<file path="src/rtl/ctrl_cmd_sequencer.sv">
// ---------------------------------------------------------------------------
// ctrl_cmd_sequencer
//
// Serialises bursty control commands into a strict control stream for the
// application top. Commands {ctrl, hold} are buffered in a small FIFO. Each
// one is applied on ctrl_o for hold+1 cycles. The block then drives
// IDLE_CTRL and waits for flags_i[DONE_IDX] before it issues the next
// command.
//
// Optional feature macro: CTRL_SEQ_TIMEOUT_EN
//   When defined, a WAIT-cycle counter aborts a wait after TIMEOUT cycles
//   and sets the sticky err_o. When undefined, WAIT waits indefinitely and
//   err_o is tied low.
//
// Ports
//   clk          in   1        rising-edge clock
//   rst_n        in   1        synchronous active-low reset
//   cmd_valid_i  in   1        command present
//   cmd_ready_o  out  1        FIFO can accept (count != DEPTH)
//   cmd_ctrl_i   in   CTRL_W   control word of the command
//   cmd_hold_i   in   HOLD_W   hold value h (word applied h+1 cycles)
//   ctrl_o       out  CTRL_W   registered control word to the top
//   flags_i      in   FLAGS_W  flags from the top
//   cmd_done_o   out  1        one-cycle pulse when a command completes
//   busy_o       out  1        FSM not idle or FIFO non-empty
//   err_o        out  1        sticky timeout error
//   err_clr_i    in   1        clears err_o
// ---------------------------------------------------------------------------
module ctrl_cmd_sequencer #(
  parameter int                CTRL_W    = 8,
  parameter int                FLAGS_W   = 8,
  parameter int                HOLD_W    = 8,
  parameter int                DEPTH     = 4,
  parameter int                DONE_IDX  = 0,
  parameter logic [CTRL_W-1:0] IDLE_CTRL = '0,
  parameter int                TIMEOUT   = 1024
) (
  input  logic               clk,
  input  logic               rst_n,
  input  logic               cmd_valid_i,
  output logic               cmd_ready_o,
  input  logic [CTRL_W-1:0]  cmd_ctrl_i,
  input  logic [HOLD_W-1:0]  cmd_hold_i,
  output logic [CTRL_W-1:0]  ctrl_o,
  input  logic [FLAGS_W-1:0] flags_i,
  output logic               cmd_done_o,
  output logic               busy_o,
  output logic               err_o,
  input  logic               err_clr_i
);

  localparam int AW = (DEPTH > 1) ? $clog2(DEPTH) : 1;
  localparam int CW = AW + 1;

  typedef enum logic [1:0] {
    S_IDLE  = 2'd0,
    S_APPLY = 2'd1,
    S_WAIT  = 2'd2
  } state_t;

  // FIFO storage and control
  logic [CTRL_W-1:0] r_fifo_ctrl [DEPTH];
  logic [HOLD_W-1:0] r_fifo_hold [DEPTH];
  logic [AW-1:0]     r_wr_ptr;
  logic [AW-1:0]     r_rd_ptr;
  logic [CW-1:0]     r_count;

  logic              w_push;
  logic              w_pop;
  logic              w_empty;
  logic [CTRL_W-1:0] w_head_ctrl;
  logic [HOLD_W-1:0] w_head_hold;

  // FSM and output registers
  state_t            r_state;
  state_t            w_state_nxt;
  logic [CTRL_W-1:0] r_ctrl;
  logic [CTRL_W-1:0] w_ctrl_nxt;
  logic [HOLD_W-1:0] r_hold_cnt;
  logic [HOLD_W-1:0] w_hold_nxt;
  logic              r_cmd_done;
  logic              w_cmd_done_nxt;
  logic              w_done_flag;
  logic              w_leave_wait;

  // Only one flag bit and (in the default build) neither err_clr_i nor
  // TIMEOUT are functionally needed; fold them into a sink.
  logic              w_unused;
  localparam int     unused_timeout = TIMEOUT;
  assign w_unused = ^{flags_i, err_clr_i};

  assign w_empty     = (r_count == '0);
  assign cmd_ready_o = (r_count != CW'(DEPTH));
  assign w_push      = cmd_valid_i && cmd_ready_o;
  assign w_head_ctrl = r_fifo_ctrl[r_rd_ptr];
  assign w_head_hold = r_fifo_hold[r_rd_ptr];
  assign w_done_flag = flags_i[DONE_IDX];

  assign ctrl_o     = r_ctrl;
  assign cmd_done_o = r_cmd_done;
  assign busy_o     = (r_state != S_IDLE) || !w_empty;

`ifdef CTRL_SEQ_TIMEOUT_EN
  localparam int TW = $clog2(TIMEOUT + 1);

  logic [TW-1:0] r_wait_cnt;
  logic [TW-1:0] w_wait_cnt_nxt;
  logic          w_err_set;
  logic          r_err;

  assign err_o = r_err;
`else
  assign err_o = 1'b0;
`endif

  // -------------------------------------------------------------------------
  // Next-state / next-output logic
  // -------------------------------------------------------------------------
  always_comb begin
    w_state_nxt    = r_state;
    w_ctrl_nxt     = r_ctrl;
    w_hold_nxt     = r_hold_cnt;
    w_cmd_done_nxt = 1'b0;
    w_pop          = 1'b0;
    w_leave_wait   = 1'b0;
`ifdef CTRL_SEQ_TIMEOUT_EN
    w_wait_cnt_nxt = r_wait_cnt;
    w_err_set      = 1'b0;
`endif

    unique case (r_state)
      S_IDLE: begin
        w_ctrl_nxt = IDLE_CTRL;
        if (!w_empty) begin
          w_pop       = 1'b1;
          w_ctrl_nxt  = w_head_ctrl;
          w_hold_nxt  = w_head_hold;
          w_state_nxt = S_APPLY;
        end
      end

      S_APPLY: begin
        if (r_hold_cnt == '0) begin
          w_ctrl_nxt  = IDLE_CTRL;
          w_state_nxt = S_WAIT;
`ifdef CTRL_SEQ_TIMEOUT_EN
          w_wait_cnt_nxt = '0;
`endif
        end else begin
          w_hold_nxt = r_hold_cnt - HOLD_W'(1);
        end
      end

      S_WAIT: begin
        w_ctrl_nxt = IDLE_CTRL;
        if (w_done_flag) begin
          w_cmd_done_nxt = 1'b1;
          w_leave_wait   = 1'b1;
        end
`ifdef CTRL_SEQ_TIMEOUT_EN
        // r_wait_cnt holds the number of completed WAIT cycles, so the
        // abort happens at the end of the TIMEOUT-th cycle.
        else if (r_wait_cnt == TW'(TIMEOUT - 1)) begin
          w_err_set    = 1'b1;
          w_leave_wait = 1'b1;
        end else begin
          w_wait_cnt_nxt = r_wait_cnt + TW'(1);
        end
`endif
        // Back-to-back: a queued command goes straight to APPLY, so the
        // WAIT cycle itself provides the IDLE_CTRL gap between words.
        if (w_leave_wait) begin
          if (!w_empty) begin
            w_pop       = 1'b1;
            w_ctrl_nxt  = w_head_ctrl;
            w_hold_nxt  = w_head_hold;
            w_state_nxt = S_APPLY;
          end else begin
            w_state_nxt = S_IDLE;
          end
        end
      end

      default: begin
        w_ctrl_nxt  = IDLE_CTRL;
        w_state_nxt = S_IDLE;
      end
    endcase
  end

  // -------------------------------------------------------------------------
  // Control registers: state, outputs, FIFO pointers and count
  // -------------------------------------------------------------------------
  always_ff @(posedge clk) begin
    if (!rst_n) begin
      r_state    <= S_IDLE;
      r_ctrl     <= IDLE_CTRL;
      r_cmd_done <= 1'b0;
      r_wr_ptr   <= '0;
      r_rd_ptr   <= '0;
      r_count    <= '0;
    end else begin
      r_state    <= w_state_nxt;
      r_ctrl     <= w_ctrl_nxt;
      r_cmd_done <= w_cmd_done_nxt;
      if (w_push) begin
        r_wr_ptr <= r_wr_ptr + AW'(1);
      end
      if (w_pop) begin
        r_rd_ptr <= r_rd_ptr + AW'(1);
      end
      if (w_push && !w_pop) begin
        r_count <= r_count + CW'(1);
      end else if (!w_push && w_pop) begin
        r_count <= r_count - CW'(1);
      end
    end
  end

  // -------------------------------------------------------------------------
  // Data registers: FIFO payload and hold counter (no reset needed; they are
  // always loaded before being used)
  // -------------------------------------------------------------------------
  always_ff @(posedge clk) begin
    if (w_push) begin
      r_fifo_ctrl[r_wr_ptr] <= cmd_ctrl_i;
      r_fifo_hold[r_wr_ptr] <= cmd_hold_i;
    end
    r_hold_cnt <= w_hold_nxt;
  end

`ifdef CTRL_SEQ_TIMEOUT_EN
  // -------------------------------------------------------------------------
  // Timeout counter and sticky error; a set in the same cycle as a clear wins
  // -------------------------------------------------------------------------
  always_ff @(posedge clk) begin
    r_wait_cnt <= w_wait_cnt_nxt;
  end

  always_ff @(posedge clk) begin
    if (!rst_n) begin
      r_err <= 1'b0;
    end else if (w_err_set) begin
      r_err <= 1'b1;
    end else if (err_clr_i) begin
      r_err <= 1'b0;
    end
  end
`endif

endmodule

</file>
<file path="config.mk">
export PLATFORM = sky130hd
export DESIGN_NAME = ctrl_cmd_sequencer
export DESIGN_NICKNAME = d
export VERILOG_FILES = /design/src/rtl/ctrl_cmd_sequencer.sv
export SDC_FILE = /design/constraint.sdc
export NUM_CORES = 1
export LEC_CHECK = 0
export CORE_MARGIN = 5
export CORE_UTILIZATION = 55
export DETAILED_ROUTE_END_ITERATION = 8
export GPL_ROUTABILITY_DRIVEN = 0
export HOLD_SLACK_MARGIN = 0.15
export MAX_ROUTING_LAYER = met4
export PLACE_DENSITY = 0.88
export SYNTH_ARGS = -nofsm -noshare
export SYNTH_HDL_FRONTEND = slang
export SYNTH_SLANG_ARGS = --single-unit
</file>
<file path="constraint.sdc">
create_clock -name clk -period 2.7 [get_ports clk]
set_input_delay 0.27 -clock clk [delete_from_list [all_inputs] [get_ports clk]]
set_output_delay 0.27 -clock clk [all_outputs]
set_load 0.02 [all_outputs]
</file>
======== Word level (Yosys, flattened, before mapping) ========
Memory sizes are Yosys's and may differ from the RTL's. A register that Yosys moved wholly into a read port is not among the register bits.
Index checks and enable logic that the tools add are counted.
W data, S select, Z words.
storage, ports and cells
  register bits after elaboration ......... 26
  bits in writable memories ............... 64
  input bits .............................. 28
  logic and storage cells ................. 63
  memories kept ........................... 2
cells by class
  add/sub/neg operators ................... 5
  equality and inequality tests ........... 7
  multiplexer cells ....................... 26
  reduce and logical (&&, ||, !) cells .... 16
memories
  memory       words  bits a word  read ports  clocked after Yosys merged registers in  write ports  line  RTL
  r_fifo_ctrl  4      8            1           1                                        1            62    logic [CTRL_W-1:0] r_fifo_ctrl [DEPTH];
  r_fifo_hold  4      8            1           1                                        1            63    logic [HOLD_W-1:0] r_fifo_hold [DEPTH];
operators with widths
  operator               number
  $mux W8                6
  $pmux W8 S3            2
  $mux W2                7
  $logic_not A8 Y1       1
  $ne A2 B2 Y1 const B   4
  $sub A8 B1 Y8 const B  1
  $mux W1                7
  $mux W3                2
  $pmux W2 S3            1
  $reduce_and A3 Y1      2
  $add A2 B1 Y2 const B  2
  $reduce_bool A2 Y1     2
  $add A3 B1 Y3 const B  1
  $logic_and A1 B1 Y1    3
  $logic_not A1 Y1       3
  $logic_not A3 Y1       1
  $ne A3 B3 Y1 const B   1
  $reduce_bool A3 Y1     1
  $sub A3 B1 Y3 const B  1
  $eq A2 B1 Y1 const B   1
  $eq A2 B2 Y1 const B   1
  $logic_not A2 Y1       1
  $pmux W1 S2            1
  $reduce_and A2 Y1      1
  $logic_or A1 B1 Y1     1

======== Depth between registers and ports, before layout ========
  word-level depth ........................ 7
  depth in mapped cells ................... 8
  mapped depth without buffers ............ 8

======== Least setup slack after synthesis ========
Ideal clock, no wire load.
  kind .................................... register to register
  from .................................... register r_count[0]
  to ...................................... register r_count[2]
  arrival ................................. 2.047 ns
  setup slack ............................. 0.583 ns
  cell stages (with the launch flop) ...... 9
  path buffers ............................ 0
  period minus slack after synthesis ...... 2.117 ns
  cell sequence ........................... dfxtp_1 > nor3_1 > or3_1 > ha_1 > inv_1 > fa_1 > xor2_1 > or3_1 > a21oi_1
between the ends
  word-level cells in the longest chain between the ends .. 7
  elaborated cells between the ends (all ways) .. 15
ends and longest elaborated chain
  item                                                  line      RTL
  start, declared                                       66        logic [CW-1:0] r_count;
  start signal, assigned                                213       r_count <= r_count + CW'(1);
  start signal, assigned                                215       r_count <= r_count - CW'(1);
  $logic_not A3 Y1                                      92        assign w_empty = (r_count == '0);
  $mux W1                                               134, 173
  $mux W1                                               172       if (w_leave_wait) begin
  $pmux W1 S2                                           131       unique case (r_state)
  $logic_not A1 Y1                                      212       if (w_push && !w_pop) begin
  $logic_and A1 B1 Y1                                   212
  $mux W3 / $reduce_bool A2 Y1 (equally long branches)  --
Several ways; a longest one is shown, not always the timed one. The select of a mux whose other input is x is not followed.
A chain may end at the register's enable or synchronous reset.

======== Worst setup path in the final report ========
Ends and elaborated chain as after synthesis.

==> flow_summary.yaml <==
critical_path:
  cp_max_fo: 5
  crit_top_cell: "or3_1"
  r2r_start: "r_count[0]$_SDFFE_PN0P_"
  worst_ep_arrival_time_ns: 2.57
  critical_path.endpoint_type: "flip-flop"
  reg2reg_to: "r_count[2]$_SDFFE_PN0P_"
  crit_path_start_kind: "flip-flop"
  r2r_cells: 8
  worstPathCellList: "nor3_1 > or3_1 > ha_1 > inv_1 > fa_1 > xor2_1 > or3_1 > a21oi_1"
  critical_path_required_ns: 2.98
  slowest_delay_ns: 0.47
  crit_buf_inv: 1
  slowest_stage: "nor3_1"
  r2r_setup_slack_ns: 0.41
  crit_type: "flip-flop to flip-flop"
  critical-path-top-delay-family: "simple AND/OR/NAND/NOR gates"
grt:
  gr-total-overflow: 0
  grt_pass1_vias: 1976
  grt_max_degree: 18
  track_usage_pct: 16.24
  grt_pass1_wl_um: 9880
  antenna_found_initial: 0
yosys:
  ys_seq_area_share_pct: 69.87
  postSynthAreaPerCell_um2: 16.75
  yosys-top-cells-count: "edfxtp_1, dfxtp_1, mux4_2, nor2_1"
  yosysMostFrequentCell: "edfxtp_1"
  synth_ff_type: "edfxtp_1"
  syn_inst: 219
  yosysWarnings: 0
  synth_nets: 255
  synth_top_area_share_pct: 58.96
  async_flop_share_pct: 0
  syn_area_um2: 3667
  synth_top_area_cell: "edfxtp_1"
  synth_area_leaders: "edfxtp_1, dfxtp_1, mux4_2, ha_1, a22o_1"
  synth.distinct_cells: 40
  synth_edf_count: 72
  ys_ff_latch: 92
detailed_routing:
  viasPerCell: 5.650
  drtAntennaViolNets: 0
  routed_wl_um: 6094
  drc: 0
  avgRoutedWirePerCell_um: 17.92
  vias: 1921
  drt_first_pass_iters: 4
  drtIter0Drc: 140
run:
  drv_cap: 0
place:
  dp_hpwl_um: 3958
  io_buffers: 30
  placed_cell_area_um2: 4063
floorplanning:
  core_um2: 6422
  num_rows: 29
  io_pins: 40
  die_h_um: 91.66
  initial_utilization_pct: 57.10
  die_w_um: 91.66
  fp.dieArea_um2: 8401
finish:
  fill_cells: 429
  final_area_um2: 4288
  diodes: 0
  drive_gt1_share_pct: 15.59
  fin_nets: 294
  syn_to_final_growth_pct: 16.92
timing:
  skew_ns: 0.009561
  setup_viol: 0
  fmax_ghz: 0.4368
  maxSlewViolCount: 0
  fin_crit_ns: 2.289
  hold_viol_final: 0
  post-route-period-util_pct: 84.78
  tightest_slew_ns: 0.7834
  rsz0062_at_grt: "no"
  fin_setup_tns_ns: 0
  slew_headroom_pct: 47.70
clocking:
  clock-sinks: 92
  clockBufferDepth: 2
  post_cts_buffers: 0
  htree_levels: 3
  cts_tree: "yes"
  postCtsHoldBufs: 0
  clk_latency_ns: 0.35
  cts_made_buffers: 9
  clk_pin_slew_worst_paths_ns: 0.09
  cts-resized-gates: 0
  root_buffer: "clkbuf_8"
power_and_ir_drop:
  vdd_drop_max_v: 0.0005715
  p_leak_nw: 1.462
  power.density_nw_per_um2: 947.3
hold_path:
  hp-start: "r_rd_ptr[1]$_SDFFE_PN0P_"
  whs_path_depth: 2
  hp-class: "flip-flop to flip-flop"
outcome:
  status: "finished clean"
cell families after synthesis:
family	count (synthesis)	synth area share, %
DFF	92	69.87
buffers and inverters	16	2.081
adders and majority gates	8	2.934
other	1	0.1023
AOI/OAI and AO/OA	32	6.073
and+or+nand+nor	48	7.608
muxes	18	10.37
xor gates and xnor gates	4	0.9555
flip-flops by register name, indices dropped and copies added, names as in the netlist, named ones only:
register / count
r_fifo_hold: 32
ctrl_o: 8
cmd_done_o: 1
r_fifo_ctrl: 32
r_wr_ptr: 2
r_state: 2
r_rd_ptr: 2
r_count: 3
r_hold_cnt: 8
placed cells by master (no fill, tap or decap), drive strengths merged, types with 2 or more instances in the layout:
master and count:
a31oi 4, a21oi 6, clkbuf 10, buf 6
nor3b 3, edfxtp 72, mux2i 2, nor4 2
clkinv 2, or4 3, clkdlybuf4s50 30, nand2 8
nor2 9, o21ai 8, bufinv 2, a22o 8
ha 7, dfxtp 20, nand3 3, nand2b 5
or3 6, and3 4, mux4 16, xor2 3
inv 10, o31ai 2
area by class of cell:
cell class,count,area [um2],area share (%)
sequential,92,2562,59.76
multi-input combinational,111,1028,23.99
timing repair buffer,36,345.3,8.054
clock buffer,10,127.6,2.976
clock inverter,6,97.59,2.276
tap,77,96.34,2.247
inverter,8,30.03,0.7003
metrics by stage:
stage | utilization (%) | hold slack (ns) | setup WS [ns] | cells | total power [mW]
detailed placement | 63.26 | 0.4704 | 0.2258 | 324 | 3.087
finish | 66.76 | 0.4825 | 0.4109 | 340 | 4.062
floorplan | - | 0.3689 | 0.5829 | 219 | 2.759
CTS | 66.76 | 0.4814 | 0.4264 | 340 | 4.103
global placement | 63.26 | 0.4581 | 0.2864 | 324 | 3.046
global route | 66.76 | 0.4930 | 0.2445 | 340 | 4.303
where the power goes:
part,internal (mW),leakage [nW],switching (mW)
Clock,0.535,0.113,0.480
Combinational,0.539,0.518,0.527
Sequential,1.80,0.831,0.181
Total,2.87,1.46,1.19
layer usage:
metal	routed length, um	share of wire (%)	global-route usage [%]
met1	2824	46	20.79
met2	2964	49	24.83
met5	0	0	-
met4	102	1.7	6.910
met3	204	3.3	4.092
how the worst max path moves through the flow:
| stage | from | endpoint | slack [ns] | cells after the start |
|---|---|---|---|---|
| detailed placement | flags_i[0] | r_count[2]$_SDFFE_PN0P_ | 0.23 | 9 |
| floorplan | r_count[0]$_SDFFE_PN0P_ | r_count[2]$_SDFFE_PN0P_ | 0.58 | 8 |
| global route | r_count[0]$_SDFFE_PN0P_ | r_count[2]$_SDFFE_PN0P_ | 0.24 | 8 |
| CTS | r_count[0]$_SDFFE_PN0P_ | r_count[2]$_SDFFE_PN0P_ | 0.43 | 8 |
| global placement | flags_i[0] | r_count[2]$_SDFFE_PN0P_ | 0.29 | 9 |
| finish | r_count[0]$_SDFFE_PN0P_ | r_count[2]$_SDFFE_PN0P_ | 0.41 | 8 |
worst min-delay path, cell delays in order, from the launching register on:
cell     delay (ns)
dfxtp_1        0.31
nand2_1        0.05
mux2i_1        0.07
Note: power is estimated with default switching activity, not from simulation.
==> edit 1: new RTL, same settings <==
Change the parameter `CTRL_W` from 8 to 7.
--- a/src/rtl/ctrl_cmd_sequencer.sv
+++ b/src/rtl/ctrl_cmd_sequencer.sv
@@ -27,7 +27,7 @@
 //   err_clr_i    in   1        clears err_o
 // ---------------------------------------------------------------------------
 module ctrl_cmd_sequencer #(
-  parameter int                CTRL_W    = 8,
+  parameter int                CTRL_W    = 7,
   parameter int                FLAGS_W   = 8,
   parameter int                HOLD_W    = 8,
   parameter int                DEPTH     = 4,
Interface: changed (resized cmd_ctrl_i and ctrl_o); port bits go from 40 to 38. No check against the original RTL was run, so the function may have changed too.
==> edit 1 against the original RTL <==
- worst setup slack got worse by 0.079 ns
- non-clock buffer count did not move
- critical path depth unchanged
- clock power shrank 5%
- hold slack better by 0.0011 ns
- power shrank 3.4%
- sequential power fell by 3%
- routed wire length decreased by 0.15%
- sequential cell count shrank 5
- design area fell by 4.4%
- synthesized area is 5.2% lower
- highest routed layer unchanged
==> edit 1: results (changes against the original RTL) <==
| Metric | Value |
|---|---|
| Placed instance count | 314 (was 324) |
| Cells after Synth | 209 (was 219) |
| EDFF count, synth | 68 (was 72) |
| Htree depth | 3 (unchanged) |
| Slowest cell on crit path | nor3_1 (unchanged) |
| Port bufs | 28 (was 30) |
| Post-CTS Resized | 0 (unchanged) |
| Status | finished, final reports clean (unchanged) |
| Crit path DAT | 2.65 ns (was 2.57 ns) |
| Maximum VDD drop | 0.536 mV (was 0.572 mV) |
| Clock tree buffer depth | 2 (unchanged) |
| Largest cells by area after synthesis | edfxtp_1 59%, dfxtp_1 11%, mux4_2 9.7%, ha_1 2.5%, a22o_1 1.5% (was edfxtp_1 59%, dfxtp_1 11%, mux4_2 9.8%, ha_1 2.4%, a22o_1 1.9%) |
| Final Non-Filler Cells | 331 (was 340) |
| Dpl hpwl | 3980 um (was 3960 um) |
| Total GRT Usage | 0.177 (was 0.162) |
| Fill cell count | 427 (was 429) |
| ANT cells | 0 (unchanged) |
| Global-route wire length before repair | 9980 um (was 9880 um) |
| Final-stage net count | 284 (was 294) |
| Leakage | 0.00139 uW (was 0.00146 uW) |
| Wire per inst | 18.4 um (was 17.9 um) |
| Fraction of layout cells with a size suffix above 1 | 0.169 (was 0.156) |
| Hold buffer count at CTS | 0 (unchanged) |
| Drt first-iter violations | 197 (was 140) |
| Via/cell ratio | 5.80 (was 5.65) |
| Vias in the first global route | 1,978 (was 1,976) |
| Worst stage delay on the critical path | 0.51 ns (was 0.47 ns) |
| Initial Util | 0.557 (was 0.571) |
| CTS Buf Count | 9 (unchanged) |
| Worst-Skew Late Latency | 0.34 ns |
| List of most frequent post-synthesis cells | 68 x edfxtp_1, 19 x dfxtp_1, 15 x mux4_2, 9 x nor2_1, 8 x o21ai_0 (was 72 x edfxtp_1, 20 x dfxtp_1, 16 x mux4_2, 9 x nor2_1) |
| CP Launch Point | r_count[0] (unchanged) |
| Post-synth cell types | 40 (unchanged) |
| Largest net degree at the start of global routing | 16 (was 18) |
| Hold Crit Start | ctrl_o[1] (was r_rd_ptr[1]) |
| Worst slew pin tran | 0.789 ns (was 0.783 ns) |
| Sequential share of the synthesized area | 0.696 (was 0.699) |
| Synthesized net count | 244 (was 255) |
| Net Sw Power | 1170 uW (was 1190 uW) |
| Row count | 29 (unchanged) |
| Final clock skew | 0.00629 ns (was 0.00956 ns) |
| Crit Path Max Fanout | 6 (was 5) |
| Regs by FF count | r_fifo_hold (32), r_fifo_ctrl (28), r_hold_cnt (8) (was r_fifo_ctrl (32), r_fifo_hold (32)) |
| Initial antenna violation count | 0 (unchanged) |
[edit 1: path summary, 6_finish.rpt]
check	endpoint	slack [ns]	cells past startpoint
hold / removal	ctrl_o[1]	0.48	1
setup reg to reg	r_count[2]	0.33	8
setup / recovery	r_count[2]	0.33	8
hold reg to reg	ctrl_o[1]	0.48	1
[edit 1: kinds of logic (layout without fill, tap and decap cells)]
family	after synthesis	after routing	share of synthesized area
compound gates	31	31	0.0637
mux	17	17	0.103
other cells	1	1	0.00108
fa+ha+maj	8	8	0.0309
buf+inv	15	60	0.0180
flops	87	87	0.696
xor+xnor	4	4	0.0101
simple gates	46	46	0.0770
[edit 1: final cells by class]
class / count / area, um^2 / area share
Clock buffer: 9 / 124 / 0.0302
Clock inverter: 7 / 95.1 / 0.0232
Inverter: 8 / 30.0 / 0.00733
Multi-Input combinational cell: 107 / 993 / 0.242
Sequential cell: 87 / 2420 / 0.591
Tap cell: 77 / 96.3 / 0.0235
Timing Repair Buffer: 36 / 338 / 0.0824
[edit 1: power groups by stage]
stage	clock, uW	sequential (uW)	combinational, uW
floorplan	0	1880	735
global placement	0	1940	973
detailed placement	0	1960	1020
CTS	994	1930	1030
global route	1060	1970	1130
finish	974	1930	1020
[edit 1: per-layer routing]
layer / track usage / share of wire / up-vias
li1: - / - / 898
met1: 0.220 / 0.43 / 976
met2: 0.285 / 0.51 / 39
met3: 0.0369 / 0.042 / 8
met4: 0.0717 / 0.013 / 0
met5: - / 0 / -
[edit 1: metrics by stage]
stage	util	power (uW)	worst slack, ns	hold WS [ns]	area [um^2]
2_1_floorplan	-	2610	0.522	0.369	3480
3_3_place_gp	0.621	2910	0.277	0.457	3870
3_5_place_dp	0.621	2980	0.227	0.474	3870
4_1_cts	0.656	3950	0.322	0.494	4090
5_1_grt	0.657	4160	0.104	0.525	4100
6_report	0.657	3920	0.332	0.484	4100
==> edit 2: new RTL, same settings <==
Made on the original files. Re-encode `state_t` (3 states) as one-hot, 3 bits wide.
--- a/src/rtl/ctrl_cmd_sequencer.sv
+++ b/src/rtl/ctrl_cmd_sequencer.sv
@@ -52,10 +52,10 @@
   localparam int AW = (DEPTH > 1) ? $clog2(DEPTH) : 1;
   localparam int CW = AW + 1;
 
-  typedef enum logic [1:0] {
-    S_IDLE  = 2'd0,
-    S_APPLY = 2'd1,
-    S_WAIT  = 2'd2
+  typedef enum logic [2:0] {
+    S_IDLE  = 3'b001,
+    S_APPLY = 3'b010,
+    S_WAIT  = 3'b100
   } state_t;
 
   // FIFO storage and control
Formal check against the unedited RTL: same outputs for any inputs over 10 cycles, from zero or initial values and one cycle with rst_n low; not proved beyond that.
==> edit 2 against the original RTL <==
- synthesized area is 2.8% higher
- utilization fell by 1.3 points
- design area grew 2.5%
- worst setup slack gained 0.12 ns
- largest cell class unchanged
- sequential cell count increased by 1
- combinational power increased by 14%
- sequential power up 3%
- routed wire length is 1.7% higher
- clock skew fell by 0.0033 ns
- cell count is 4.7% higher
- power grew 4.8%
- die area grew 2.5%
- non-clock buffer count is 3 higher
==> edit 2: results (changes against the original RTL) <==
| Metric | Value |
|---|---|
| Asr flop ratio synth | 0 (unchanged) |
| ANT cells | 0 (unchanged) |
| Hold Crit Start | r_rd_ptr[1] (unchanged) |
| Largest net degree at the start of global routing | 22 (was 18) |
| EDFF count, synth | 72 (unchanged) |
| Htree depth | 3 (unchanged) |
| Pre-antenna DRT Iters | 4 (unchanged) |
| Initial antenna violation count | 0 (unchanged) |
| Crit Path Max Fanout | 5 (unchanged) |
| Setup TNS | 0 ns (unchanged) |
| Crit path DAT | 2.45 ns (was 2.57 ns) |
| GR Util met2 | 0.284 (was 0.248) |
| Clock tree buffer depth | 2 (unchanged) |
| FF-to-FF Start | r_count[0] (unchanged) |
| Status | finished, final reports clean (unchanged) |
| Drt first-iter violations | 123 (was 140) |
| Maximum VDD drop | 0.389 mV (was 0.572 mV) |
| R2r setup slk | 0.53 ns (was 0.41 ns) |
| Synthesized net count | 268 (was 255) |
| Synthesis warning total | 0 (unchanged) |
| Dpl hpwl | 4110 um (was 3960 um) |
| CTS Buf Count | 9 (unchanged) |
| Wire per inst | 17.4 um (was 17.9 um) |
| Number of post-CTS setup repair buffers | 0 (unchanged) |
| Post-CTS Resized | 0 (unchanged) |
| Root Driver | clkbuf_8 (unchanged) |
| Final clock skew | 0.00631 ns (was 0.00956 ns) |
| Clock-pin slew on the worst setup and hold paths | 0.09 ns (about the same) |
| Met1 GRT Util | 0.182 (was 0.208) |
| R2R cell count | 10 (was 8) |
| Worst slew pin tran | 0.791 ns (was 0.783 ns) |
| Met3 Use GR | 0.0455 (was 0.0409) |
| Port bufs | 30 (unchanged) |
| Global-route wire length before repair | 10,200 um (was 9880 um) |
| Hold path depth | 2 (unchanged) |
| Largest cells by area after synthesis | edfxtp_1 57%, dfxtp_1 11%, mux4_2 9.6%, ha_1 2.3%, nor2b_1 1.8% (was edfxtp_1 59%, dfxtp_1 11%, mux4_2 9.8%, ha_1 2.4%, a22o_1 1.9%) |
| Sequential share of the synthesized area | 0.685 (was 0.699) |
| Leakage | 0.00149 uW (was 0.00146 uW) |
| Final-stage net count | 307 (was 294) |
| Hold endpoint | r_rd_ptr[1] |
| Fraction of layout cells with a size suffix above 1 | 0.159 (was 0.156) |
| List of most frequent post-synthesis cells | 72 x edfxtp_1, 21 x dfxtp_1, 16 x mux4_2, 14 x nand2_1, 11 x nor2b_1 (was 72 x edfxtp_1, 20 x dfxtp_1, 16 x mux4_2, 9 x nor2_1) |
| Total GRT Usage | 0.163 (was 0.162) |
| Worst-Skew Late Latency | 0.35 ns (about the same) |
| Vias in the first global route | 2,114 (was 1,976) |
| Vias after detailed routing | 1,970 (was 1,921) |
| Tightest Hold Check Type | flop to flop (unchanged) |
| Regs by FF count | r_fifo_ctrl (32), r_fifo_hold (32) (unchanged) |
| Worst reg2reg endpoint | r_count[2] (unchanged) |
| Post-synth cell types | 38 (was 40) |
## edit 2: stage by stage
step | hold WS, ns | std cells | cell area [um^2] | setup slack, ns
2_1_floorplan | 0.369 | 232 | 3770 | 0.408
3_3_place_gp | 0.459 | 340 | 4170 | 0.409
3_5_place_dp | 0.474 | 340 | 4170 | 0.363
4_1_cts | 0.520 | 356 | 4400 | 0.528
5_1_grt | 0.534 | 356 | 4400 | 0.357
6_report | 0.521 | 356 | 4400 | 0.534
## edit 2: worst max-delay path by stage
stage / startpoint / endpoint / slack (ns) / depth (start not counted)
finish: r_count[0] / r_count[2] / 0.53 / 10
global route: r_count[0] / r_count[2] / 0.36 / 10
CTS: r_count[0] / r_count[2] / 0.53 / 10
detailed placement: cmd_valid_i / r_count[2] / 0.36 / 8
global placement: flags_i[0] / r_count[2] / 0.41 / 10
floorplan: r_count[0] / r_count[2] / 0.41 / 10
## edit 2: layout make-up
class                           count  area, um^2
Timing Repair Buffer               39         368
Sequential cell                    93        2580
Tap cell                           80         100
Fill cell                         422        2320
Clock inverter                      7        97.6
Inverter                            7        26.3
Clock buffer                        9         124
Multi-Input combinational cell    121        1100
## edit 2: worst max-delay path: stages (launching register included)
cell and delay (ns):
dfxtp_1 0.37, nor3_1 0.18, buf_4 0.16, a211oi_1 0.06, inv_1 0.07, ha_1 0.17, inv_1 0.06, fa_1 0.37
xor2_1 0.18, or3_1 0.30, a21boi_0 0.17
## edit 2: kinds of logic after synthesis
group / synth area share
AOI/OAI and AO/OA: 0.0498
xor gates and xnor gates: 0.0256
adders and majority gates: 0.0285
buffers and inverters: 0.0239
DFF: 0.685
muxes: 0.104
other: 0.000995
and+or+nand+nor: 0.0826
## edit 2: power by group
group	switching, uW	total [uW]	leakage [uW]	internal (uW)
Combinational	617	1220	0.000544	607
Clock	480	1010	0.000106	526
Sequential	184	2030	0.000835	1840
## edit 2: metal layers
layer  vias up  wire (um)
li1        943          -
met1       987       2500
met2        34       3440
met3         6        204
met4         0         61
met5         -          0
